$ cat src/rtl/wb_uart_rx.sv
// rtl/wb_uart_rx.sv - Wishbone-slave 8N1 UART receiver with a small receive FIFO
module wb_uart_rx #(
    parameter int WB_DATA_WIDTH = 32,
    parameter int WB_ADDR_WIDTH = 32,
    parameter int WB_SEL_WIDTH  = WB_DATA_WIDTH / 8,
    parameter int FIFO_DEPTH    = 4,
    parameter int RESET_DIVIDER = 1
) (
    input  logic                     clk_i,
    input  logic                     rst_ni,
    input  logic                     uart_rx_i,
    input  logic [WB_ADDR_WIDTH-1:0] wb_addr_i,
    input  logic [WB_DATA_WIDTH-1:0] wb_data_i,
    input  logic [WB_SEL_WIDTH-1:0]  wb_sel_i,
    input  logic                     wb_we_i,
    input  logic                     wb_cyc_i,
    input  logic                     wb_stb_i,
    output logic                     wb_ack_o,
    output logic [WB_DATA_WIDTH-1:0] wb_data_o,
    output logic                     irq_o
);

    localparam int PTR_W = (FIFO_DEPTH > 1) ? $clog2(FIFO_DEPTH) : 1;
    localparam int CNT_W = PTR_W + 1;
    localparam logic [31:0] SANITY_VALUE = 32'hA17EB0B1;

    typedef enum logic [2:0] {
        S_IDLE,
        S_START,
        S_DATA,
        S_STOP,
        S_BREAK
    } state_t;

    state_t             state_q, state_n;
    logic [1:0]         sync_q;
    logic               rxs;
    logic [1:0]         warm_q;
    logic               armed_q;
    logic [31:0]        divider_q;
    logic [31:0]        period, half;
    logic [31:0]        cnt_q;
    logic [2:0]         bitidx_q;
    logic [7:0]         shreg_q;
    logic               cnt_clr, shift_en, frame_ok, frame_bad;
    logic [7:0]         mem_q [FIFO_DEPTH];
    logic [PTR_W-1:0]   wr_ptr_q, rd_ptr_q;
    logic [CNT_W-1:0]   count_q;
    logic               full, not_empty, push, pop;
    logic               overrun_q, ferr_q, irq_q;
    logic               ack_q;
    logic [WB_DATA_WIDTH-1:0] rdata_q, rd_mux;
    logic               accept, rd_acc, wr_acc;
    logic [1:0]         reg_sel;
    logic [31:0]        count_ext;
    logic               unused_bits;

    assign rxs       = sync_q[1];
    assign period    = divider_q + 32'd2;
    assign half      = period >> 1;
    assign reg_sel   = wb_addr_i[3:2];
    assign accept    = wb_cyc_i & wb_stb_i & ~ack_q;
    assign rd_acc    = accept & ~wb_we_i;
    assign wr_acc    = accept & wb_we_i;
    assign not_empty = (count_q != '0);
    assign full      = (count_q == CNT_W'(FIFO_DEPTH));
    assign pop       = rd_acc && (reg_sel == 2'd1) && not_empty;
    assign push      = frame_ok & (~full | pop);
    assign count_ext = 32'(count_q);
    assign unused_bits = ^{wb_sel_i, wb_addr_i[WB_ADDR_WIDTH-1:4], wb_addr_i[1:0], count_ext[31:4], half[31]};

    // Two-flop synchroniser for the asynchronous serial line
    always_ff @(posedge clk_i or negedge rst_ni) begin
        if (!rst_ni) sync_q <= 2'b11;
        else         sync_q <= {sync_q[0], uart_rx_i};
    end

    // After reset, wait until the synchroniser reflects the real line and it is seen high,
    // so a reset released in the middle of a frame cannot fake a start bit
    always_ff @(posedge clk_i or negedge rst_ni) begin
        if (!rst_ni) begin
            warm_q  <= 2'd0;
            armed_q <= 1'b0;
        end else begin
            if (warm_q != 2'd2) warm_q <= warm_q + 2'd1;
            if (warm_q == 2'd2 && rxs) armed_q <= 1'b1;
        end
    end

    // Receiver state register
    always_ff @(posedge clk_i or negedge rst_ni) begin
        if (!rst_ni) state_q <= S_IDLE;
        else         state_q <= state_n;
    end

    // Receiver next-state and per-cycle datapath controls
    always_comb begin
        state_n   = state_q;
        cnt_clr   = 1'b0;
        shift_en  = 1'b0;
        frame_ok  = 1'b0;
        frame_bad = 1'b0;
        case (state_q)
            S_IDLE: begin
                if (armed_q && !rxs) begin
                    state_n = S_START;
                    cnt_clr = 1'b1;
                end
            end
            S_START: begin
                if (cnt_q == half - 32'd1) begin
                    cnt_clr = 1'b1;
                    state_n = rxs ? S_IDLE : S_DATA;
                end
            end
            S_DATA: begin
                if (cnt_q == period - 32'd1) begin
                    cnt_clr  = 1'b1;
                    shift_en = 1'b1;
                    if (bitidx_q == 3'd7) state_n = S_STOP;
                end
            end
            S_STOP: begin
                if (cnt_q == period - 32'd1) begin
                    cnt_clr = 1'b1;
                    if (rxs) begin
                        frame_ok = 1'b1;
                        state_n  = S_IDLE;
                    end else begin
                        frame_bad = 1'b1;
                        state_n   = S_BREAK;
                    end
                end
            end
            S_BREAK: begin
                if (rxs) begin
                    cnt_clr = 1'b1;
                    state_n = S_IDLE;
                end
            end
            default: state_n = S_IDLE;
        endcase
    end

    // Bit timer, bit index and LSB-first shift register
    always_ff @(posedge clk_i or negedge rst_ni) begin
        if (!rst_ni) begin
            cnt_q    <= 32'd0;
            bitidx_q <= 3'd0;
            shreg_q  <= 8'd0;
        end else begin
            cnt_q <= cnt_clr ? 32'd0 : cnt_q + 32'd1;
            if (state_q == S_START) bitidx_q <= 3'd0;
            if (shift_en) begin
                shreg_q[bitidx_q] <= rxs;
                bitidx_q          <= bitidx_q + 3'd1;
            end
        end
    end

    // FIFO storage; contents need no reset because count gates every read
    always_ff @(posedge clk_i) begin
        if (push) mem_q[wr_ptr_q] <= shreg_q;
    end

    // FIFO pointers, occupancy and the registered interrupt
    always_ff @(posedge clk_i or negedge rst_ni) begin
        if (!rst_ni) begin
            wr_ptr_q <= '0;
            rd_ptr_q <= '0;
            count_q  <= '0;
            irq_q    <= 1'b0;
        end else begin
            if (push) wr_ptr_q <= wr_ptr_q + PTR_W'(1);
            if (pop)  rd_ptr_q <= rd_ptr_q + PTR_W'(1);
            if (push && !pop)      count_q <= count_q + CNT_W'(1);
            else if (pop && !push) count_q <= count_q - CNT_W'(1);
            irq_q <= not_empty;
        end
    end

    // Divider and sticky error flags; a set event wins over a software clear
    always_ff @(posedge clk_i or negedge rst_ni) begin
        if (!rst_ni) begin
            divider_q <= 32'(RESET_DIVIDER);
            overrun_q <= 1'b0;
            ferr_q    <= 1'b0;
        end else begin
            if (wr_acc && reg_sel == 2'd0) divider_q <= 32'(wb_data_i);
            if (frame_ok && full && !pop)
                overrun_q <= 1'b1;
            else if (wr_acc && reg_sel == 2'd2 && wb_data_i[2])
                overrun_q <= 1'b0;
            if (frame_bad)
                ferr_q <= 1'b1;
            else if (wr_acc && reg_sel == 2'd2 && wb_data_i[3])
                ferr_q <= 1'b0;
        end
    end

    // Register read multiplexer
    always_comb begin
        rd_mux = '0;
        case (reg_sel)
            2'd0: rd_mux = WB_DATA_WIDTH'(divider_q);
            2'd1: rd_mux = not_empty ? WB_DATA_WIDTH'(mem_q[rd_ptr_q]) : '0;
            2'd2: rd_mux = WB_DATA_WIDTH'({count_ext[3:0], ferr_q, overrun_q, full, not_empty});
            default: rd_mux = WB_DATA_WIDTH'(SANITY_VALUE);
        endcase
    end

    // Single-cycle acknowledge with registered read data
    always_ff @(posedge clk_i or negedge rst_ni) begin
        if (!rst_ni) begin
            ack_q   <= 1'b0;
            rdata_q <= '0;
        end else begin
            ack_q   <= accept;
            rdata_q <= rd_acc ? rd_mux : '0;
        end
    end

    assign wb_ack_o  = ack_q & wb_cyc_i;
    assign wb_data_o = wb_ack_o ? rdata_q : '0;
    assign irq_o     = irq_q;

endmodule

$ cat config.mk
export PLATFORM = sky130hd
export DESIGN_NAME = wb_uart_rx
export DESIGN_NICKNAME = d
export VERILOG_FILES = /design/src/rtl/wb_uart_rx.sv
export SDC_FILE = /design/constraint.sdc
export NUM_CORES = 1
export LEC_CHECK = 0
export CAP_MARGIN = 20
export CORE_ASPECT_RATIO = 0.9
export CORE_MARGIN = 5
export CORE_UTILIZATION = 49
export CTS_CLUSTER_DIAMETER = 30
export CTS_CLUSTER_SIZE = 24
export DETAILED_ROUTE_END_ITERATION = 16
export HOLD_SLACK_MARGIN = 0.08
export PLACE_DENSITY = 0.79
export SLEW_MARGIN = 5
export SYNTH_ARGS = -nofsm -noshare
export SYNTH_HDL_FRONTEND = slang
export SYNTH_SLANG_ARGS = --single-unit
$ cat constraint.sdc
create_clock -name clk_i -period 5.2 [get_ports clk_i]
set_clock_uncertainty 0.05 [all_clocks]
set_input_delay 1.04 -clock clk_i [delete_from_list [all_inputs] [get_ports clk_i]]
set_output_delay 1.04 -clock clk_i [all_outputs]
set_load 0.01 [all_outputs]
==> results.toml <==
[synthesis]
yosysTopAreaCell = "dfrtp_1"
synth-seq-cells = 158
syn_avg_cell_area_sq_um = 9.61
synth_top_area_share_pct = 29.2
synth_area_sq_mm = 0.0105
ys_types = 86
synth-main-ff-cell = "dfrtp_1"
ys_seq_area_share_pct = 39.1
synth_cells = 1097
yosys_warnings = 0
syn_nets = 1188
synth_edf_count = 32
async_reset_ff_share_pct = 79.7
synthTopCellsByArea = "dfrtp_1 29%, edfxtp_1 9.1%, xnor2_1 8.7%"

[critical_path]
path_max_fanout = 7
crit_arrival_ns = 5.25
critPathRequiredTime_ns = 5.51
crit_family = "simple AND/OR/NAND/NOR gates"
cp-start-kind = "flip-flop"
critical_path_class = "reg -> reg"
timing.critical_path.buf_inv = 3
max_stage_delay_ns = 0.58
worst_setup_path_end_kind = "flip-flop"
crit_path_top_delay_cell = "dfrtp_1"
path_cells = "nand3_4 -> buf_4 -> nor4_1 -> buf_4 -> xnor2_1 -> nand2_1 -> nor4_4 -> o21ai_1 -> or4b_4 -> a211oi_1 -> nand4_1 -> and4b_2 -> ha_1 -> inv_1 -> fa_1 -> xor2_1 -> nor2_1 -> xor2_1"

[floorplan]
core_sq_mm = 0.0210
start_util_pct = 50.3
die_x_um = 165
rows = 50
io_pins = 108
dieArea_sq_mm = 0.0246
die_h_um = 149

[timing]
rsz0062_at_grt = "false"
hold_slack_ns = 0.313
worst_pin_slew_ns = 0.878
fin_setup_tns_ns = 0
fmax_mhz = 203
period_minus_slack_ns = 4.94
finalHoldViolCount = 0
finalCritPeriodShare_pct = 95.0
slew_headroom_pct = 40.9
layout_setup_ws_ns = 0.262
report.final.setup_viol = 0
maxSlewViolCount = 0

[run_status]
status = "completed"

[route]
totalWireLength_um = 27700
num_vias = 8838
ant_nets = 0
dr.pass1.iters = 8
via_per_inst = 5.98
wl_per_cell_um = 18.7
drc_errors = 0
dr.first_iter.drc_count = 827

[power]
finalPower_mw = 4.11
comb_power_share_pct = 31.5
internal_power_mw = 2.58
powerDensity_mw_per_mm2 = 330
p_leak_nw = 5.13
power_switching_share_pct = 37.3
power_frac_clock_pct = 30.9
p_seq_share_pct = 37.6
p_sw_mw = 1.53
irDropWorstVdd_mv = 0.223

[clocking]
cts_tree = "built"
cts-root-buf = "clkbuf_16"
cts_sinks = 158
clock_latency_ns = 0.43
clockBufferDepth = 2
clk_pin_slew_ns = 0.07
htree_num_levels = 4
holdBufCountCts = 0
cts_inserted_buffers = 17

[grt]
grtUsageMet1_pct = 33.8
grt_pass1_wl_um = 45000
grt_pass1_vias = 8462
grt_max_degree = 49
gr-total-overflow = 0
grt.met2_usage_pct = 34.3
grt_use_met3_pct = 4.81
top_usage_layer = "met2"
antenna_found_initial = 0
grt_use_total_pct = 23.0

[layout]
antenna_cells = 0
syn2layout_area_growth_pct = 18.2
nNetsFinal = 1269
drive_gt1_share_pct = 14.4

[run]
cap_violations = 0

[hold_path]
hold_class = "reg -> reg"

[placement]
place_ws_ns = 0.250
port-buffer-count = 73
dp_hpwl_um = 20700
gp_congestion = 0.970
## what timing repair did
item	CTS	global route
gates resized for setup	0	13
setup buffers	0	1
endpoints found under the hold margin	0	0
endpoints found under the setup margin	0	2
## sequential cells by signal, summed over array words and instances, names as in the netlist, 2 cells and up
| signal | count |
|---|---|
| count_q | 3 |
| state_q | 3 |
| sync_q | 2 |
| mem_q | 32 |
| rdata_q | 32 |
| wr_ptr_q | 2 |
| bitidx_q | 3 |
| rd_ptr_q | 2 |
| divider_q | 32 |
| shreg_q | 8 |
| cnt_q | 32 |
| warm_q | 2 |
## cell usage in the layout (no fill, tap or decap), types with 44 or more instances in the layout
master / n
xor2_1: 47
buf_4: 67
nand3_1: 44
and3_1: 65
xnor2_1: 105
nor2_1: 71
dfrtp_1: 120
clkdlybuf4s50_1: 72
nand2_1: 62
nand4_1: 52
## through the flow
stage	area (sq um)	utilization, %	instances
2_1_floorplan	10500	-	1097
3_3_place_gp	11800	56.2	1444
3_5_place_dp	11800	56.2	1444
4_1_cts	12400	59.1	1476
5_1_grt	12500	59.5	1477
6_report	12500	59.5	1477
## power groups by stage
| stage | clock, mW | combinational (mW) | sequential (mW) |
|---|---|---|---|
| floorplan | 0 | 0.995 | 1.45 |
| global placement | 0 | 1.23 | 1.55 |
| detailed placement | 0 | 1.25 | 1.56 |
| CTS | 1.28 | 1.26 | 1.53 |
| global route | 1.34 | 1.42 | 1.57 |
| finish | 1.27 | 1.30 | 1.54 |
## cell usage after synthesis (26+ instances only)
| library cell | number |
|---|---|
| and3_1 | 65 |
| clkbuf_1 | 51 |
| edfxtp_1 | 32 |
| a21oi_1 | 36 |
| nand2_1 | 62 |
| mux2_2 | 33 |
| nor2_1 | 71 |
| nand4_1 | 52 |
| xor2_1 | 47 |
| xnor2_1 | 105 |
| inv_1 | 32 |
| nor4_1 | 26 |
| nand3_1 | 45 |
| nor3_1 | 36 |
| dfrtp_1 | 123 |
## routing by layer
metal,up-vias,wire (um),share of wire [%]
met5,-,0,0
met4,0,580,2.1
met3,41,2510,9.1
met2,380,12300,45
met1,4249,12200,44
li1,4168,-,-
## area by class of cell
| class | count | area (sq um) |
|---|---|---|
| sequential | 158 | 4120 |
| multi-input combinational | 829 | 6020 |
| clock inverter | 15 | 188 |
| clock buffer | 17 | 425 |
| tap | 286 | 358 |
| fill | 1651 | 8500 |
| inverter | 33 | 124 |
| timing repair buffer | 139 | 1220 |
## final timing paths
kind                               from  slack [ns]            to  depth (start not counted)
setup reg to reg           divider_q[3]        0.26    count_q[2]                         18
hold / removal                sync_q[0]        0.31     sync_q[1]                          0
hold reg to reg               sync_q[0]        0.31     sync_q[1]                          0
setup / recovery           divider_q[3]        0.26    count_q[2]                         18
min in group asynchronous        rst_ni        0.51     warm_q[1]                          1
max in group asynchronous        rst_ni        3.60  divider_q[9]                          2
## kinds of logic (layout without fill, tap and decap cells)
family | Yosys count | count (layout) | synth area share (%)
and+or+nand+nor | 451 | 451 | 24.2
DFF | 158 | 158 | 39.1
xor gates and xnor gates | 155 | 155 | 13.3
AOI/OAI and AO/OA | 149 | 149 | 10.1
buffers and inverters | 110 | 204 | 4.39
muxes | 57 | 57 | 6.86
adders and majority gates | 17 | 17 | 2.09
Power figures use the tool's default switching activity.
